--- src/rtl/pe_mul_arbiter.sv ---
// Purpose : round-robin arbiter sharing one pipelined 15u x 7s multiplier among N_REQ requesters.
// Latency : MUL_LATENCY cycles from grant to rsp_valid, plus one cycle per stall cycle.
// Backpressure: rsp_valid & ~rsp_ready freezes the multiplier (mul_ce=0) and the tag pipeline, and blocks new grants.
//
// Ports:
//   clk, reset_n            clock, async active-low reset
//   req_valid/req_ready     per-requester handshake; req_a[15i+:15] unsigned, req_b[7i+:7] signed
//   mul_ce/din0/din1/dout   external multiplier (MUL_LATENCY ce-qualified stages, no reset)
//   rsp_valid/ready/tag/data shared response channel, data = mul_dout
//   busy, inflight          occupancy of the shadow valid pipeline
module pe_mul_arbiter #(
    parameter int N_REQ       = 4,
    parameter int TAG_W       = 2,
    parameter int MUL_LATENCY = 3
) (
    input  logic                   clk,
    input  logic                   reset_n,
    input  logic [N_REQ-1:0]       req_valid,
    output logic [N_REQ-1:0]       req_ready,
    input  logic [15*N_REQ-1:0]    req_a,
    input  logic [7*N_REQ-1:0]     req_b,
    output logic                   mul_ce,
    output logic [14:0]            mul_din0,
    output logic [6:0]             mul_din1,
    input  logic [21:0]            mul_dout,
    output logic                   rsp_valid,
    input  logic                   rsp_ready,
    output logic [TAG_W-1:0]       rsp_tag,
    output logic [21:0]            rsp_data,
    output logic                   busy,
    output logic [2:0]             inflight
);

    localparam logic [TAG_W:0]   NREQ_W   = (TAG_W+1)'(N_REQ);
    localparam logic [TAG_W-1:0] LAST_IDX = TAG_W'(N_REQ - 1);

    // Shadow pipeline: valid bit and requester tag per multiplier stage.
    logic [MUL_LATENCY-1:0] sv_q, sv_d;
    logic [TAG_W-1:0]       stag_q [MUL_LATENCY];
    logic [TAG_W-1:0]       stag_d [MUL_LATENCY];
    logic [TAG_W-1:0]       ptr_q, ptr_d;

    // Operand hold registers keep the multiplier inputs quiet between grants.
    logic [14:0]            din0_q;
    logic [6:0]             din1_q;

    logic                   stall;
    logic                   gnt_vld;
    logic [TAG_W-1:0]       gnt_idx;
    logic [TAG_W:0]         scan_sum;
    logic [14:0]            sel_a;
    logic [6:0]             sel_b;
    logic [2:0]             occ;

    // A response waiting at the last stage with no taker is the only stall source.
    assign stall  = sv_q[MUL_LATENCY-1] & ~rsp_ready;
    assign mul_ce = reset_n & ~stall;

    // Round-robin scan starting at ptr_q, wrapping modulo N_REQ.
    always_comb begin
        gnt_vld  = 1'b0;
        gnt_idx  = '0;
        scan_sum = '0;
        for (int k = 0; k < N_REQ; k++) begin
            scan_sum = {1'b0, ptr_q} + (TAG_W+1)'(k);
            if (scan_sum >= NREQ_W) begin
                scan_sum = scan_sum - NREQ_W;
            end
            if (!gnt_vld && req_valid[scan_sum[TAG_W-1:0]]) begin
                gnt_vld = 1'b1;
                gnt_idx = scan_sum[TAG_W-1:0];
            end
        end
        if (stall || !reset_n) begin
            gnt_vld = 1'b0;
        end
    end

    always_comb begin
        req_ready = '0;
        sel_a     = '0;
        sel_b     = '0;
        for (int i = 0; i < N_REQ; i++) begin
            if (gnt_idx == TAG_W'(i)) begin
                req_ready[i] = gnt_vld;
                sel_a        = req_a[15*i +: 15];
                sel_b        = req_b[7*i +: 7];
            end
        end
    end

    assign mul_din0 = gnt_vld ? sel_a : din0_q;
    assign mul_din1 = gnt_vld ? sel_b : din1_q;

    // Every grant is a transfer: ready is only raised toward a valid requester.
    always_comb begin
        ptr_d = ptr_q;
        if (gnt_vld) begin
            ptr_d = (gnt_idx == LAST_IDX) ? '0 : gnt_idx + TAG_W'(1);
        end
    end

    // Shadow pipeline moves in lockstep with the multiplier's ce.
    always_comb begin
        sv_d = sv_q;
        for (int k = 0; k < MUL_LATENCY; k++) begin
            stag_d[k] = stag_q[k];
        end
        if (mul_ce) begin
            sv_d[0]   = gnt_vld;
            stag_d[0] = gnt_idx;
            for (int k = 1; k < MUL_LATENCY; k++) begin
                sv_d[k]   = sv_q[k-1];
                stag_d[k] = stag_q[k-1];
            end
        end
    end

    always_ff @(posedge clk or negedge reset_n) begin
        if (!reset_n) begin
            sv_q  <= '0;
            ptr_q <= '0;
            for (int k = 0; k < MUL_LATENCY; k++) begin
                stag_q[k] <= '0;
            end
        end else begin
            sv_q  <= sv_d;
            ptr_q <= ptr_d;
            for (int k = 0; k < MUL_LATENCY; k++) begin
                stag_q[k] <= stag_d[k];
            end
        end
    end

    // Datapath hold registers: contents are don't-care while no grant is valid.
    always_ff @(posedge clk) begin
        if (gnt_vld) begin
            din0_q <= sel_a;
            din1_q <= sel_b;
        end
    end

    always_comb begin
        occ = '0;
        for (int k = 0; k < MUL_LATENCY; k++) begin
            occ = occ + {2'b00, sv_q[k]};
        end
    end

    assign inflight  = occ;
    assign busy      = |sv_q;
    assign rsp_valid = sv_q[MUL_LATENCY-1];
    assign rsp_tag   = stag_q[MUL_LATENCY-1];
    assign rsp_data  = mul_dout;

endmodule

--- config.mk ---
export PLATFORM = sky130hd
export DESIGN_NAME = pe_mul_arbiter
export DESIGN_NICKNAME = d
export VERILOG_FILES = /design/src/rtl/pe_mul_arbiter.sv
export SDC_FILE = /design/constraint.sdc
export NUM_CORES = 1
export LEC_CHECK = 0
export CAP_MARGIN = 20
export CORE_MARGIN = 2
export CORE_UTILIZATION = 35
export CTS_BUF_LIST = sky130_fd_sc_hd__clkbuf_16
export DETAILED_ROUTE_END_ITERATION = 10
export PLACE_DENSITY = 0.91
export RECOVER_POWER = 100
export SLEW_MARGIN = 15
export SYNTH_ARGS = -nofsm -noshare
export SYNTH_HDL_FRONTEND = slang
export SYNTH_SLANG_ARGS = --single-unit
--- constraint.sdc ---
create_clock -name clk -period 4.1 [get_ports clk]
set_clock_uncertainty 0.2 [all_clocks]
set_input_delay 0.82 -clock clk [delete_from_list [all_inputs] [get_ports clk]]
set_output_delay 0.82 -clock clk [all_outputs]
set_load 0.02 [all_outputs]
### Word-level counts from Yosys, hierarchy flattened

Cells that the tools add are included.

* add/subtract/negate cells: 10
* magnitude comparators: 8
* equality and inequality tests: 3
* mux-type cells: 36
* bitwise operators: 4
* reduce and logical (&&, ||, !) cells: 10

Operators by type and width (number)
* 2-to-1 mux 15 bit: 5
* 2-to-1 mux 7 bit: 5
* 2-to-1 mux 2 bit: 9
* 2-to-1 mux 1 bit: 13
* less-than comparator 2 x 3 -> 1 bit (second input constant): 4
* greater-or-equal comparator 3 bit (second input constant): 3
* binary-select mux 1 bit (select 2 bit): 4
* subtractor 2 x 1 -> 2 bit (second input constant): 4
* adder 2 x 2 -> 3 bit (second input constant): 2
* equality test 2 bit (second input constant): 2
* logical NOT 1 bit: 4
* adder 2 x 1 -> 3 bit: 1
* adder 2 x 1 -> 3 bit (second input constant): 1
* greater-or-equal comparator 2 x 3 -> 1 bit (second input constant): 1
* logical AND 1 bit: 3
* OR reduction 3 bit: 1
* adder 1 x 1 -> 2 bit: 1
* adder 2 x 1 -> 2 bit (second input constant): 1
* bitwise AND 1 bit: 2
* equality test 2 x 1 -> 1 bit (second input constant): 1
* logical NOT 2 bit: 1
* NOT 1 bit: 2
* logical OR 1 bit: 1

* bits in registers: 33
* output and inout port bits: 56
* logic and storage cells: 78

### Longest topological paths before layout

* depth after elaboration: 20
* depth in mapped cells: 9
* depth with buffers taken out: 7

### Least setup slack after synthesis

No wires, ideal clock.

* path kind: input to output
* from: input port req_valid[2]
* to: output port mul_din0[0]
* arrival time: 2.905 ns
* data required time: 3.080 ns
* path slack: 0.175 ns
* cell stages on the path: 9
* path through: nor2b_1 o21ai_0 and3_1 ha_1 clkbuf_1 clkbuf_1 a21oi_1 a221o_1 a31oi_1

* word-level cells in the longest chain between the ends: 18

Ends and longest elaborated chain
* start: declaration: RTL line 18 `input logic [N_REQ-1:0] req_valid,`
* binary-select mux 1 bit (select 2 bit): RTL line 69 `if (!gnt_vld && req_valid[scan_sum[TAG_W-1:0]]) begin`
* 2-to-1 mux 1 bit (not written as such): RTL line 69
* 2-to-1 mux 1 bit: RTL line 69
* logical NOT 1 bit: RTL line 69
* logical AND 1 bit: RTL line 69
* 2-to-1 mux 1 bit: RTL line 69
* logical NOT 1 bit: RTL line 69
* logical AND 1 bit: RTL line 69
* 2-to-1 mux 1 bit: RTL line 69
* logical NOT 1 bit: RTL line 69
* logical AND 1 bit: RTL line 69
* 2-to-1 mux 2 bit (*): RTL line 69
* named net gnt_idx[0]: RTL line 49 `logic [TAG_W-1:0] gnt_idx;`
* logical NOT 2 bit: RTL line 84 `if (gnt_idx == TAG_W'(i)) begin`
* 2-to-1 mux 15 bit (3 in a row): RTL line 84
* 2-to-1 mux 15 bit (*): RTL line 84
* 2-to-1 mux 15 bit (*)
* end: declaration: RTL line 23 `output logic [14:0] mul_din0,`

The timed path passes the listed nets; every way through them passes the cells marked *. The select of a mux whose other input is x is not followed.

### Worst setup path after layout

* from: input port req_valid[2]
* to: output port mul_din0[3]

* word-level cells in the longest chain between the ends: 18

Ends and longest elaborated chain (RTL line)
* binary-select mux 1 bit (select 2 bit): 69
* 2-to-1 mux 1 bit (not written as such): 69
* 2-to-1 mux 1 bit: 69
* logical NOT 1 bit: 69
* logical AND 1 bit: 69
* 2-to-1 mux 1 bit: 69
* logical NOT 1 bit: 69
* logical AND 1 bit: 69
* 2-to-1 mux 1 bit: 69
* logical NOT 1 bit: 69
* logical AND 1 bit: 69
* 2-to-1 mux 2 bit: 69
* logical NOT 2 bit: 84
* 2-to-1 mux 15 bit (4 in a row): 84
* 2-to-1 mux 15 bit (*)

Mark *: on every way between the ends. The rest lies on a longest branch, timed or not. The select of a mux whose other input is x is not followed.

==> run metrics <==
outcome finished clean; Max Clk Rate 257 MHz; Max Slew Vio Count 0; Final GP Congestion 0.875; die area 0.00734 mm2; PortBufs 127; maximum VDD drop 0.000413 V; area share of the largest cell type after synthesis 18.9%; CTS tree yes; CP cell instances dlymetal6s2s_1, nor2b_4, a211o_1, nand2_1, ha_4, buf_12, a21oi_1, a221o_1, a31oi_1, clkbuf_1; reg-to-reg endpoint din0_q[2]; antenna violations before repair 0; setup TNS 0 ns; sequential cell area fraction in the yosys report 30.7%; Lkg Pwr 0.00155 uW; Hold Path Stages 1; Most used DFF post-synth dfxtp_1; post-synthesis async set-or-reset flop share 33.3%; Routed Antenna Nets 0; RSZ-0062 raised after global routing no; Ports 173; Syn. warnings 0; Setup crit end kind output port; total routed wirelength 8140 um; Die W 85.7 um; final-stage net count 509; Num CTS Buffers 5; hold slack 0.301 ns; CTS root buf clkbuf_16; Synth Instances 285; number of remaining DRC errors 0; dominant cells by area after synthesis dfxtp_1 (19%), a31oi_1 (12%), dfrtp_1 (12%); fillers 563; critical setup path kind primary input to output port; worst hold path type flip-flop to flip-flop; DRT Pass-1 Iters 4; commonest cells in the netlist a31oi_1 (45), buf_4 (25), nand2_1 (25); net count after synthesis 407; Synth area leader dfxtp_1; Worst path slowest cell a211o_1; count leader, synth a31oi_1; hold path startpoint rsp_tag[1]; Tcrit/Tclk final 94.9%; routed vias 2607; vias in the first global route 2508; area of the core 0.00639 mm2; Die Y 85.7 um; DRT iter0 DRCs 118; Slew headroom 54.5%; slowest stage delay, CP 0.34 ns; distinct cell type count after synthesis 35; Bufs on Longest Clock Path 2; antenna diode count 0; Reg2Reg Setup Slack 1.72 ns; Max-cap violations 0; hold_buf cts 0; Slew @ Worst Pin 0.682 ns; pwr/cell area 663 mW/mm2; Worst Path Required 3.08 ns; Via-to-Cell Ratio 5.61; Mapped Area 0.00233 mm2; layout cell share with drive strength beyond 1 17.0%; Starting Density 36.5%; H-tree depth 2; r2r worst-path depth 8; gr ovfl total 0; worst r2r src ptr_q[0]; placed cell count 454; Cell Count, Final, Fillers Out 465; Hold Path End rsp_tag[1]; Post-synth EDFFs 0; Worst-path clk slew 0.05 ns; WL per Instance 17.5 um; largest net degree at the start of global routing 44; Startpoint Class primary input; Rows 29; Final Hold Fails 0; mean post-synth cell area 8.19 um2; CP Data Arrival Time 2.87 ns; Area Growth Syn to Fin 61.9%; Tmin final 3.89 ns; #FFs+latches synth 33; GRT Resource Usage Total 20.7%; Worst-Skew Late Latency 0.27 ns; CP max FO 29; first-pass GRT wire length 12200 um; clock sinks 33; final setup fails 0; HPWL after detailed placement 5950 um
==> worst max path at each step <==
| stage | start | slack (ns) | endpoint |
|---|---|---|---|
| detailed placement | req_valid[0] | -0.62 | mul_din1[6] |
| finish | req_valid[2] | 0.21 | mul_din0[3] |
| floorplan | req_valid[2] | 0.17 | mul_din0[0] |
| global placement | req_valid[2] | -0.53 | mul_din0[6] |
| CTS | req_valid[0] | -0.01 | mul_din0[2] |
| global route | req_valid[2] | 0.14 | mul_din0[4] |
==> per-stage QoR <==
stage	area, um2	power [uW]	worst slack, ns	utilization, %
6_report	3780	2500	0.208	59.1
2_1_floorplan	2330	1500	0.175	-
3_3_place_gp	3570	2070	-0.529	56.0
5_1_grt	3780	2650	0.135	59.1
3_5_place_dp	3570	2110	-0.624	56.0
4_1_cts	3720	2480	-0.00985	58.3
==> worst max-delay path, delay by kind of cell <==
kind / cells / cell delay (ns)
AO/OA/AOI/OAI: 4 / 0.96
buffers and inverters: 3 / 0.57
AND/OR/NAND/NOR: 2 / 0.32
adder cells (fa/ha/maj): 1 / 0.19
==> power breakdown <==
part           internal, uW  total [uW]  switching [uW]
combinational           712        1520             808
clock                   284         418             134
sequential              491         566            75.5
==> layout by cell type (no fill, tap or decap), drive strengths merged, types with 2 or more instances in the layout <==
cell type	instances
clkdlybuf4s50	89
a31oi	45
buf	36
nand2	25
inv	23
nand3b	22
a21oi	22
a221o	22
dfxtp	22
clkbuf	14
dlygate4sd3	11
dfrtp	11
mux2	7
and2	5
nor2b	4
ha	4
dlymetal6s2s	3
and3	2
a21boi	2
o21bai	2
==> flip-flops by register name, indices dropped and copies added, names as in the netlist <==
| register | flops |
|---|---|
| sv_q | 3 |
| din0_q | 15 |
| ptr_q | 2 |
| din1_q | 7 |
| rsp_tag | 2 |
| stag_q | 4 |
==> what timing repair did <==
action / CTS / global route
setup endpoints to repair: 25 / 25
setup buffers: 1 / 1
pin swaps: 4 / 3
hold endpoints to repair: 0 / 0
cloned: 0 / 1
gates resized for setup: 133 / 19
==> logic make-up (layout without fill, tap and decap cells) <==
group	count (synthesis)	count (layout)	synth area share, %
compound gates	99	99	29.6
flops	33	33	30.7
simple gates	63	63	15.6
fa+ha+maj	5	5	3.00
mux	7	7	3.54
buf+inv	77	180	17.4
other cells	1	1	0.161
==> per-layer routing <==
metal / global-route usage [%] / vias up / share of wire, %
met1: 22.6 / 1226 / 37
met2: 38.0 / 143 / 52
met4: 7.50 / 0 / 2.7
met3: 5.77 / 18 / 8.4
li1: - / 1220 / -
met5: 0 / - / 0
==> cell type report <==
cell class | instances | area [um2] | share of cell area (%)
inverters | 23 | 86.3 | 2.29
repair buffers | 149 | 1410 | 37.2
clock inverters | 3 | 41.3 | 1.09
clock buffers | 5 | 125 | 3.31
flip-flops and latches | 33 | 716 | 18.9
well taps | 77 | 96.3 | 2.55
multi-input cells | 175 | 1310 | 34.6
Power figures use the tool's default switching activity.
